[src/rtl/voice_scheduler_pkg.sv]
// Shared constants and types for the voice scheduler.
// Optional feature macro: VOICE_STEAL_EN (oldest-voice stealing when all slots are busy).
package voice_scheduler_pkg;

    localparam int SYNTH_WIDTH          = 16;
    localparam int SYNTH_PHASE_ACC_BITS = 24;
    localparam int NUM_VOICES_DEFAULT   = 4;
    localparam int NOTE_ID_W            = 7;
    localparam int AGE_W                = 8;

    typedef struct packed {
        logic                            active;
        logic [NOTE_ID_W-1:0]            note_id;
        logic [SYNTH_PHASE_ACC_BITS-1:0] incr;
        logic [SYNTH_PHASE_ACC_BITS-1:0] phase;
    } voice_t;

    typedef enum logic [1:0] {
        S_IDLE,
        S_ISSUE,
        S_WAIT,
        S_DONE
    } sched_state_t;

endpackage

[src/rtl/voice_scheduler_alloc.sv]
// Combinational slot selection: note-id match, lowest free slot and (VOICE_STEAL_EN) oldest victim.
module voice_alloc
    import voice_scheduler_pkg::*;
#(
    parameter int NUM_VOICES = NUM_VOICES_DEFAULT,
    parameter int IDX_W      = $clog2(NUM_VOICES)
) (
    input  logic [NUM_VOICES-1:0]                active,
    input  logic [NUM_VOICES-1:0][NOTE_ID_W-1:0] ids,
`ifdef VOICE_STEAL_EN
    input  logic [NUM_VOICES-1:0][AGE_W-1:0]     ages,
    output logic [IDX_W-1:0]                     victim_idx,
`endif
    input  logic [NOTE_ID_W-1:0]                 note_id,
    output logic [NUM_VOICES-1:0]                match_vec,
    output logic                                 match_hit,
    output logic [IDX_W-1:0]                     match_idx,
    output logic                                 free_hit,
    output logic [IDX_W-1:0]                     free_idx
);

    for (genvar g = 0; g < NUM_VOICES; g++) begin : g_match
        assign match_vec[g] = active[g] && (ids[g] == note_id);
    end

    // Walk from the top so the lowest index is the last (winning) write.
    always_comb begin
        match_hit = 1'b0;
        match_idx = '0;
        free_hit  = 1'b0;
        free_idx  = '0;
        for (int i = NUM_VOICES - 1; i >= 0; i--) begin
            if (match_vec[i]) begin
                match_hit = 1'b1;
                match_idx = IDX_W'(i);
            end
            if (!active[i]) begin
                free_hit = 1'b1;
                free_idx = IDX_W'(i);
            end
        end
    end

`ifdef VOICE_STEAL_EN
    logic [AGE_W-1:0] best_age;

    // Strict compare keeps the lowest index on equal ages.
    always_comb begin
        victim_idx = '0;
        best_age   = ages[0];
        for (int i = 1; i < NUM_VOICES; i++) begin
            if (ages[i] > best_age) begin
                best_age   = ages[i];
                victim_idx = IDX_W'(i);
            end
        end
    end
`endif

endmodule

[src/rtl/voice_scheduler.sv]
// Polyphonic voice allocator and per-sample sweep over the shared waveform unit.
// Optional feature macro: VOICE_STEAL_EN.
module voice_scheduler
    import voice_scheduler_pkg::*;
#(
    parameter int NUM_VOICES = NUM_VOICES_DEFAULT,
    parameter int PHASE_BITS = SYNTH_PHASE_ACC_BITS,
    parameter int WIDTH      = SYNTH_WIDTH
) (
    input  logic                    clk_in,
    input  logic                    rst_in,
    input  logic                    note_valid_in,
    output logic                    note_ready_out,
    input  logic                    note_on_in,
    input  logic [NOTE_ID_W-1:0]    note_id_in,
    input  logic [PHASE_BITS-1:0]   note_incr_in,
    input  logic                    sample_tick_in,
    output logic                    voice_valid_out,
    output logic [PHASE_BITS-1:0]   voice_phase_out,
    input  logic                    wave_valid_in,
    input  logic signed [WIDTH-1:0] wave_sample_in,
    output logic                    mix_valid_out,
    output logic signed [WIDTH-1:0] mix_out,
    output logic [NUM_VOICES-1:0]   active_out,
    output logic                    overrun_out
);

    localparam int IDX_W = $clog2(NUM_VOICES);
    localparam int ACC_W = WIDTH + IDX_W;
    localparam logic [IDX_W:0] V_END = (IDX_W + 1)'(NUM_VOICES);

    sched_state_t                        state, state_nx;
    voice_t [NUM_VOICES-1:0]             voice;
    logic [NUM_VOICES-1:0]               active_vec, match_vec;
    logic [NUM_VOICES-1:0][NOTE_ID_W-1:0] id_vec;
    logic [IDX_W:0]                      v;
    logic [IDX_W-1:0]                    vi, match_idx, free_idx, alloc_idx;
    logic signed [ACC_W-1:0]             acc;
    logic                                tick_pend, evt_fire, start;
    logic                                match_hit, free_hit, alloc_en;
`ifdef VOICE_STEAL_EN
    logic [NUM_VOICES-1:0][AGE_W-1:0]    age;
    logic [IDX_W-1:0]                    victim_idx;
`endif

    for (genvar g = 0; g < NUM_VOICES; g++) begin : g_flat
        assign active_vec[g] = voice[g].active;
        assign id_vec[g]     = voice[g].note_id;
    end

    voice_alloc #(.NUM_VOICES(NUM_VOICES), .IDX_W(IDX_W)) u_alloc (
        .active    (active_vec),
        .ids       (id_vec),
`ifdef VOICE_STEAL_EN
        .ages      (age),
        .victim_idx(victim_idx),
`endif
        .note_id   (note_id_in),
        .match_vec (match_vec),
        .match_hit (match_hit),
        .match_idx (match_idx),
        .free_hit  (free_hit),
        .free_idx  (free_idx)
    );

    assign vi              = v[IDX_W-1:0];
    assign active_out      = active_vec;
    assign note_ready_out  = (state == S_IDLE);
    assign evt_fire        = note_valid_in && note_ready_out;
    // A tick that coincides with an event waits one cycle so the sweep sees the updated voices.
    assign start           = (state == S_IDLE) && (tick_pend || (sample_tick_in && !evt_fire));
    assign voice_phase_out = PHASE_BITS'(voice[vi].phase);

    always_comb begin
        alloc_en  = 1'b0;
        alloc_idx = free_idx;
        if (match_hit) begin
            alloc_en  = 1'b1;
            alloc_idx = match_idx;
        end else if (free_hit) begin
            alloc_en  = 1'b1;
            alloc_idx = free_idx;
        end
`ifdef VOICE_STEAL_EN
        else begin
            alloc_en  = 1'b1;
            alloc_idx = victim_idx;
        end
`endif
    end

    always_ff @(posedge clk_in) begin
        if (rst_in) state <= S_IDLE;
        else        state <= state_nx;
    end

    always_comb begin
        state_nx        = state;
        voice_valid_out = 1'b0;
        case (state)
            S_IDLE:  if (start) state_nx = S_ISSUE;
            S_ISSUE: begin
                if (v == V_END) begin
                    state_nx = S_DONE;
                end else if (voice[vi].active) begin
                    voice_valid_out = 1'b1;
                    state_nx        = S_WAIT;
                end
            end
            S_WAIT:  if (wave_valid_in) state_nx = S_ISSUE;
            S_DONE:  state_nx = S_IDLE;
            default: state_nx = S_IDLE;
        endcase
    end

    always_ff @(posedge clk_in) begin
        if (rst_in) begin
            voice         <= '0;
            v             <= '0;
            acc           <= '0;
            tick_pend     <= 1'b0;
            mix_out       <= '0;
            mix_valid_out <= 1'b0;
            overrun_out   <= 1'b0;
`ifdef VOICE_STEAL_EN
            age           <= '0;
`endif
        end else begin
            mix_valid_out <= 1'b0;
            if (sample_tick_in && state != S_IDLE) overrun_out <= 1'b1;
            if (state == S_IDLE) tick_pend <= sample_tick_in && evt_fire && !tick_pend;
`ifdef VOICE_STEAL_EN
            for (int i = 0; i < NUM_VOICES; i++) begin
                if (sample_tick_in && voice[i].active && age[i] != '1) age[i] <= age[i] + 1'b1;
            end
`endif
            if (evt_fire) begin
                if (note_on_in) begin
                    if (alloc_en) begin
                        voice[alloc_idx].active  <= 1'b1;
                        voice[alloc_idx].note_id <= note_id_in;
                        voice[alloc_idx].incr    <= SYNTH_PHASE_ACC_BITS'(note_incr_in);
                        voice[alloc_idx].phase   <= '0;
`ifdef VOICE_STEAL_EN
                        age[alloc_idx]           <= '0;
`endif
                    end
                end else begin
                    for (int i = 0; i < NUM_VOICES; i++) begin
                        if (match_vec[i]) voice[i].active <= 1'b0;
                    end
                end
            end
            case (state)
                S_IDLE: begin
                    if (start) begin
                        acc <= '0;
                        v   <= '0;
                    end
                end
                S_ISSUE: begin
                    if (v != V_END) begin
                        if (voice[vi].active) voice[vi].phase <= voice[vi].phase + voice[vi].incr;
                        else                  v <= v + 1'b1;
                    end
                end
                S_WAIT: begin
                    if (wave_valid_in) begin
                        acc <= acc + ACC_W'(wave_sample_in);
                        v   <= v + 1'b1;
                    end
                end
                S_DONE: begin
                    mix_out       <= WIDTH'(acc >>> IDX_W);
                    mix_valid_out <= 1'b1;
                end
                default: ;
            endcase
        end
    end

endmodule
[config.mk]
export PLATFORM = sky130hd
export DESIGN_NAME = voice_scheduler
export DESIGN_NICKNAME = d
export VERILOG_FILES = /design/src/rtl/voice_scheduler_pkg.sv /design/src/rtl/voice_scheduler_alloc.sv /design/src/rtl/voice_scheduler.sv
export SDC_FILE = /design/constraint.sdc
export NUM_CORES = 1
export LEC_CHECK = 0
export ABC_AREA = 1
export CAP_MARGIN = 10
export CORE_MARGIN = 2
export CORE_UTILIZATION = 59
export DETAILED_ROUTE_END_ITERATION = 8
export PLACE_DENSITY = 0.83
export REMOVE_ABC_BUFFERS = 1
export SKIP_LAST_GASP = 1
export SLEW_MARGIN = 25
export SYNTH_ARGS = -nofsm -noshare
export SYNTH_HDL_FRONTEND = slang
export SYNTH_SLANG_ARGS = --single-unit
export TNS_END_PERCENT = 30
[constraint.sdc]
create_clock -name clk_in -period 4.7 [get_ports clk_in]
set_clock_uncertainty 0.2 [all_clocks]
set_input_delay 0.94 -clock clk_in [delete_from_list [all_inputs] [get_ports clk_in]]
set_output_delay 0.94 -clock clk_in [all_outputs]
set_load 0.05 [all_outputs]
==> flow_summary.ini, run 1 <==
[outcome]
status = complete, no violations

[die]
row_count = 56
dieArea_mm2 = 0.02490
fp.coreArea_mm2 = 0.02333
die_h_um = 157.8
ios = 101
initial_utilization_pct = 59.80
dieWidth_um = 157.8

[synthesis]
synth_area_leader_cell = dfxtp_1
synthTopCellsByArea = dfxtp_1 (38%), nor2_1 (11%), nand2_1 (6.8%)
synth.top_cell.area_share_pct = 38.16
yosysWarnings = 0
syn_inst = 1992
synth_area_mm2 = 0.01395
syn_avg_cell_area_um2 = 7.005
ys_seq_area_share_pct = 38.16
ys_ff_latch = 266
synthDistinctLibCells = 47

[detailed_routing]
first_pass_iters = 6
met3WireLength_um = 4028
met2_length_um = 18650
vias = 14013
via_per_inst = 5.933
detailedRoute.firstIterationViolations = 1402
dr.max_layer_used = met4
antenna_left = 0
finalWirelength_um = 41010
drc = 0
wl_per_cell_um = 17.36
wl_met1_um = 17340

[worst_setup_path]
critPathCaptureType = flip-flop
worstPathCellList = clkinv_1, buf_4, ha_1, nand2_1, nand2_1, nor2_2, nand2_1, buf_4, inv_1, nand3_1, a21oi_1
cp_slowest_stage_delay_ns = 0.87
startpoint_type = flip-flop
cp_data_arrival_time_ns = 4.18
criticalPathCategory = reg2reg
rrSetupSlack_ns = 0.79
critPathMostFrequentCell = nand2_1
cp.required_ns = 4.97
crit_family = buffers and inverters
critPathBufInv = 4
crit_fanout = 36
cp_slowest_cell = inv_1

[grt]
grt_pass1_wl_um = 65060
grtUsageTotal_pct = 32.26
grt_pass1_vias = 12764
antenna_found_initial = 0
grt_max_degree = 111
grt_overflow = 0

[placed_design]
gp_congestion = 0.9749
port_buffers = 100
dp_slack_ns = 0.6874
dp_hpwl_um = 25620

[sta]
fin_crit_sh_pct = 83.15
setup_slack_ns = 0.7920
drv_slew = 0
fin_crit_ns = 3.908
tns_ns = 0
rsz0062_at_grt = false
relSlewSlack_pct = 25.43
tightest_slew_ns = 1.117
finalHoldViolations = 0
fmax_ghz = 0.2559
finalSetupViolCount = 0
whs_ns = 0.2765

[clocking]
holdBufCountCts = 0
clock_path_buffers = 3
clkTransAtPathRegs_ns = 0.06
post_cts_buffers = 0
cts_tree = yes
numCtsBuffers = 29
cts_resized = 0
h-tree-depth = 1
cts_root_buffer = clkbuf_16
clk_latency_ns = 0.56
clkSinkCount = 266

[final_layout]
diodes = 0
final_cell_mix = nor2_1 (417), dfxtp_1 (265), nand2_1 (254), a21oi_1 (182)
drive_gt1_share_pct = 8.076
layout.nets = 2124
layout_commonest_cell = nor2_1
area_growth_pct = 13.50
fin_util_pct = 67.87

[hold_path]
hold_path_class = reg2reg

[power]
p_per_area_mw_per_mm2 = 577.5
leakage_uw = 0.006280
vdd_drop_max_v = 0.0004569

[run]
drv_cap = 0
==> worst min-delay path, delay by kind of cell (launching register included) <==
family	cells	cell delay, ns
AO/OA/AOI/OAI	1	0.04
flip-flops	1	0.33
AND/OR/NAND/NOR	1	0.07
==> kinds of logic (layout without fill, tap and decap cells) <==
group                      count (synthesis)  after routing  share of synthesized area, %
buffers and inverters                    218            269                         8.025
xor gates and xnor gates                  27             27                         1.749
AOI/OAI and AO/OA                        532            532                         20.21
DFF                                      266            266                         38.16
adders and majority gates                 50             50                         4.591
and+or+nand+nor                          899            899                         27.26
==> synth_stat cells, drive strengths merged <==
cell,count
nor2,427
o21ai,273
dfxtp,266
nand2,259
a21oi,184
nand3,183
inv,89
clkbuf,65
buf,62
ha,48
o22ai,45
xnor2,15
or2,12
xor2,12
a21o,7
nand4,6
nor3,6
o21bai,4
a21boi,3
a31oi,3
nand3b,3
o211ai,3
a211oi,2
a32oi,2
clkinv,2
fa,2
nor4,2
o21a,2
a221oi,1
a32o,1
nor3b,1
o211a,1
o31ai,1
==> cell type report <==
cell class,instances,area (um2)
multi-input cells,1508,7508
fillers,2001,7496
flip-flops and latches,266,5329
repair buffers,125,1165
clock buffers,38,829.5
well taps,319,399.1
inverters,91,342.8
clock inverters,15,262.8
==> metrics by stage <==
stage / instances / area [um2] / total power [uW]
floorplan: 1865 / 13180 / 5273
global placement: 2309 / 14740 / 6444
detailed placement: 2309 / 14740 / 6488
CTS: 2362 / 15840 / 9065
global route: 2362 / 15840 / 9603
finish: 2362 / 15840 / 9145
==> metal layers <==
metal / global-route usage [%] / up-vias
li1: - / 6743
met1: 44.36 / 6491
met2: 52.03 / 695
met3: 5.201 / 84
met4: 10.00 / 0
met5: 0 / -
==> power breakdown <==
group / internal (uW) / switching (uW)
logic: 1200 / 2770
registers: 2440 / 155
clock network: 1620 / 956
total: 5260 / 3880
==> worst paths after layout <==
| path | start | endpoint | cells past startpoint |
|---|---|---|---|
| min | overrun_out$_SDFFE_PP0P_ | overrun_out$_SDFFE_PP0P_ | 2 |
| max reg2reg | v[1]$_SDFFE_PP0P_ | voice[12]$_SDFF_PP0_ | 11 |
| max | v[1]$_SDFFE_PP0P_ | voice[12]$_SDFF_PP0_ | 11 |
| min reg2reg | overrun_out$_SDFFE_PP0P_ | overrun_out$_SDFFE_PP0P_ | 2 |
(Power assumes the default switching activity.)
==> run 2, diff against run 1 <==
CORE_UTILIZATION = 54   (was 59)
PLACE_DENSITY = 0.8   (was 0.83)
clock period = 3.55 ns   (was 4.7 ns; I/O delays follow)
==> run 2 against run 1 <==
  * Combinational power is 44% higher
  * Largest power group unchanged
  * First-iteration DRC count is 5.2% lower
  * Highest routed layer unchanged
  * Critical endpoint is now voice[134]$_SDFF_PP0_
  * Flip-flop and latch count stayed put
==> flow_summary.ini, run 2 (synthesis gave the netlist of run 1 again) <==
[die]
initial_utilization_pct = 55.25
dieArea_mm2 = 0.02714
fp.coreArea_mm2 = 0.02525
ios = 101
row_count = 58
die_h_um = 164.7
dieWidth_um = 164.7

[final_layout]
fin_util_pct = 64.07
final_cell_mix = nor2_1 (417), dfxtp_1 (265), nand2_1 (254), a21oi_1 (182)
final_area_mm2 = 0.01618
area_growth_pct = 15.95
drive_gt1_share_pct = 10.20
layout.nets = 2168
layout_commonest_cell = nor2_1

[power]
leakage_uw = 0.006475
power_uw = 12050
seq_power_share_pct = 28.2
p_int_uw = 6747
p_per_area_mw_per_mm2 = 745.0
clockPowerShare_pct = 24.4
sw_frac_of_total_pct = 44.02
switching_power_uw = 5306
p_comb_share_pct = 47.4
vdd_drop_max_v = 0.0005882

[worst_setup_path]
crit_path_start = v[1]$_SDFFE_PP0P_
reg2reg_to = voice[134]$_SDFF_PP0_
cp_data_arrival_time_ns = 3.66
cp_slowest_cell = fa_1
crit_fanout = 14
startpoint_type = flip-flop
worstPathCellList = buf_4, o21ai_0, o22ai_2, ha_1, inv_1, fa_1, o21ai_2, a21boi_1, o21ai_2, nand3b_1, nand3b_1, nand3_1, a21oi_1
cp_slowest_stage_delay_ns = 0.44
r2r_start = v[1]$_SDFFE_PP0P_
cp.required_ns = 3.82
reg2reg_depth = 13
endpoint = voice[134]$_SDFF_PP0_
critPathCaptureType = flip-flop
criticalPathCategory = reg2reg
rrSetupSlack_ns = 0.16

[sta]
finalHoldViolations = 0
fin_crit_ns = 3.387
finalSetupViolCount = 0
whs_ns = 0.2691
rsz0062_at_grt = false
drv_slew = 0
tightest_slew_ns = 1.063
setup_slack_ns = 0.1628
fmax_ghz = 0.2952
relSlewSlack_pct = 29.06
fin_crit_sh_pct = 95.41

[hold_path]
hold_path_class = reg2reg
hold_depth = 2

[clocking]
clk_latency_ns = 0.55
cts_root_buffer = clkbuf_16
clkSinkCount = 266
holdBufCountCts = 0
numCtsBuffers = 29
cts_tree = yes
h-tree-depth = 1
clkTransAtPathRegs_ns = 0.06
clock_path_buffers = 3

[detailed_routing]
detailedRoute.firstIterationViolations = 1329
wl_per_cell_um = 17.32
drc = 0
via_per_inst = 5.883
vias = 14230
first_pass_iters = 6
finalWirelength_um = 41900
antenna_left = 0

[run]
drv_cap = 0

[grt]
grt_pass1_wl_um = 66900
grt_pass1_vias = 13197
grtUsageTotal_pct = 30.54
grt_overflow = 0
antenna_found_initial = 1
grt_max_degree = 100

[placed_design]
dp_hpwl_um = 26850
gp_congestion = 0.9582
dp_slack_ns = 0.02307
post_dp_cell_area_mm2 = 0.01514
port_buffers = 100

[outcome]
status = complete, no violations
## run 2: cell count changes in the layout (fill, tap and decap cells not counted), moves of 2 or more
| cell | previous run | this run |
|---|---|---|
| o21ai_2 | 0 | 2 |
| buf_4 | 47 | 81 |
| bufinv_16 | 7 | 0 |
| clkinv_2 | 5 | 8 |
| clkinvlp_4 | 2 | 5 |
| buf_12 | 3 | 8 |
| clkbuf_8 | 7 | 9 |
| buf_16 | 0 | 2 |
| buf_6 | 1 | 3 |
| o21ai_1 | 107 | 105 |
## run 2: power by group through the flow
stage | clock network (uW) | registers (uW) | logic (uW)
after floorplan | 0 | 3650 | 3330
after CTS | 2970 | 3380 | 5500
after detailed placement | 0 | 3440 | 5450
final | 2940 | 3390 | 5720
after global placement | 0 | 3440 | 5380
after global routing | 3100 | 3420 | 6160
## run 2: cell type report
cell class,count,area [um2]
clock buffers,40,857.1
fillers,2225,9075
repair buffers,169,1623
inverters,91,342.8
clock inverters,14,90.09
multi-input cells,1508,7522
diodes,1,2.502
flip-flops and latches,266,5329
well taps,330,412.9
## run 2: stage by stage
step                      instances  setup TNS, ns
final                          2419              0
after global routing           2419              0
after CTS                      2415              0
after detailed placement       2361              0
after global placement         2361              0
after floorplan                1865        -212.63
## run 2: worst max-delay path, delay by kind of cell, from the launching register on
family,cells,cell delay (ns)
AOI/OAI and AO/OA,6,1.25
adders and majority gates,2,0.66
and+or+nand+nor,3,0.48
DFF,1,0.40
buffers and inverters,2,0.31
## run 2: worst min-delay path by stage
stage	slack [ns]	endpoint	start
floorplan	0.24	acc[0]$_SDFFE_PP0P_	acc[0]$_SDFFE_PP0P_
global placement	0.25	overrun_out$_SDFFE_PP0P_	overrun_out$_SDFFE_PP0P_
detailed placement	0.26	overrun_out$_SDFFE_PP0P_	overrun_out$_SDFFE_PP0P_
CTS	0.27	acc[0]$_SDFFE_PP0P_	acc[0]$_SDFFE_PP0P_
global route	0.29	flip-flop	flip-flop
finish	0.27	acc[0]$_SDFFE_PP0P_	acc[0]$_SDFFE_PP0P_
## run 2: metal layers
layer  wire, um  track usage (%)
met1      17420            41.27
met2      19430            50.61
met3       4079            4.018
met4        962            9.960
met5          0                0
## run 2: timing repair
| item | 4_1_cts | 5_1_grt |
|---|---|---|
| cloned | 0 | 1 |
| setup endpoints to repair | 5 | 31 |
| buffers inserted | 0 | 1 |
| pin swaps | 0 | 2 |
| gates resized for setup | 1 | 7 |
==> run 3, diff against run 2 <==
CAP_MARGIN = 40   (was 10)
==> run 3 against run 2 <==
  * Clock power grew 6.8%
  * Critical path type unchanged
  * Critical endpoint is now voice[64]$_SDFF_PP0_
  * Register-to-register slack gained 0.03 ns
  * Highest routed layer unchanged
  * Largest power group unchanged
  * Final area increased by 0.30%
==> flow_summary.ini, run 3 (synthesis gave the netlist of run 1 again) <==
[clocking]
cts_root_buffer = clkbuf_16
holdBufCountCts = 0
cts_tree = yes
clock_path_buffers = 3
clkTransAtPathRegs_ns = 0.06
h-tree-depth = 1
clk_latency_ns = 0.55
numCtsBuffers = 28
clkSinkCount = 266

[final_layout]
finalNonFillerCells = 2418
fin_util_pct = 64.26
regArea_mm2 = 0.005329
drive_gt1_share_pct = 10.11
final_cell_mix = nor2_1 (417), dfxtp_1 (265), nand2_1 (254), a21oi_1 (182)
multi_input_area_mm2 = 0.007518
layout.nets = 2169
diodes = 0
area_growth_pct = 16.30
layout_commonest_cell = nor2_1
fillers = 2211

[power]
vdd_drop_max_v = 0.0005936
p_comb_share_pct = 46.4
p_int_uw = 6947
leakage_uw = 0.006518
p_per_area_mw_per_mm2 = 750.7
clockPowerShare_pct = 25.8
seq_power_share_pct = 27.8
switching_power_uw = 5235
sw_frac_of_total_pct = 42.98

[sta]
fin_crit_sh_pct = 94.54
fin_crit_ns = 3.356
whs_ns = 0.2671
fmax_ghz = 0.2980
tightest_slew_ns = 0.5636
drv_slew = 0
finalSetupViolCount = 0
finalHoldViolations = 0
relSlewSlack_pct = 62.43

[die]
ios = 101
row_count = 58
dieWidth_um = 164.7
die_h_um = 164.7
fp.coreArea_mm2 = 0.02525
initial_utilization_pct = 55.25
dieArea_mm2 = 0.02714

[worst_setup_path]
critPathCaptureType = flip-flop
cp.required_ns = 3.82
cp_data_arrival_time_ns = 3.63
cp_slowest_stage_delay_ns = 0.43
startpoint_type = flip-flop
cp_slowest_cell = fa_1
crit_family = compound AO/OA/AOI/OAI gates
worstPathCellList = buf_12, o21ai_0, o22ai_2, ha_1, inv_1, fa_1, o21ai_1, a21boi_1, o21ai_0, xor2_1, buf_4, nand2_1, a21oi_1
critPathBufInv = 3
criticalPathCategory = reg2reg
critPathMostFrequentCell = o21ai_0
crit_fanout = 63

[detailed_routing]
first_pass_iters = 6
antenna_left = 0
vias = 14121
drc = 0
finalWirelength_um = 41680
detailedRoute.firstIterationViolations = 1428
via_per_inst = 5.840
wl_per_cell_um = 17.24

[grt]
grt_pass1_wl_um = 66760
grt_pass1_vias = 13238
grt_max_degree = 64
grtUsageTotal_pct = 30.39
antenna_found_initial = 0
grt_overflow = 0

[placed_design]
place_inst = 2363
port_buffers = 100
gp_congestion = 0.9582
dp_hpwl_um = 27110

[run]
drv_cap = 0

[hold_path]
hold_path_class = reg2reg

[outcome]
status = complete, no violations
-- run 3: cell count changes in the layout (fill, tap and decap cells not counted), moves of 2 or more --
| cell | change |
|---|---|
| clkinvlp_4 | -5 |
| buf_4 | +3 |
| bufinv_16 | +3 |
| buf_6 | -3 |
| buf_12 | +2 |
-- run 3: worst min-delay path, cell delays in order, from the launching register on --
cell and delay (ns):
dfxtp_1 0.31, nand2_1 0.06, a21oi_1 0.05
-- run 3: power groups by stage --
stage	clock (uW)	sequential [uW]	combinational [uW]
after floorplan	0	3650	3330
after global placement	0	3440	5380
after detailed placement	0	3440	5450
after CTS	3170	3380	5490
after global routing	3300	3410	6120
final	3140	3380	5660
-- run 3: what timing repair did --
item                                    4_1_cts  5_1_grt
endpoints found under the setup margin        0       28
setup buffers                                 0        1
resized for setup                             0        3
-- run 3: layout make-up --
type                    instances  share of cell area, %
multi-input cells            1508                  46.33
inverters                      91                  2.113
clock inverters                10                 0.7941
flip-flops and latches        266                  32.84
clock buffers                  42                  5.389
repair buffers                171                  9.992
well taps                     330                  2.544
-- run 3: routing by layer --
metal  track usage [%]  share of wire, %  vias up
met5                 0                 0        -
met4             10.79               2.7        0
met3             4.420               9.5      107
met2             50.11                46      684
met1             40.64                42     6503
li1                  -                 -     6827
-- run 3: path summary, 6_finish.rpt --
path	from	end	slack, ns	depth (start not counted)
max reg2reg	v[0]$_SDFFE_PP0P_	voice[64]$_SDFF_PP0_	0.19	13
min	acc[0]$_SDFFE_PP0P_	acc[0]$_SDFFE_PP0P_	0.27	2
max	v[0]$_SDFFE_PP0P_	voice[64]$_SDFF_PP0_	0.19	13
min reg2reg	acc[0]$_SDFFE_PP0P_	acc[0]$_SDFFE_PP0P_	0.27	2
-- run 3: through the flow --
step                      setup WS (ns)  area (um2)  TNS [ns]  total power (uW)
after detailed placement        0.04475       15180         0              8892
after floorplan                  -2.089       13180   -212.63              6981
after global placement          0.06009       15140         0              8811
final                            0.1938       16230         0             12180
after CTS                       0.01900       16180         0             12040
after global routing           -0.07947       16230   -0.6158             12840
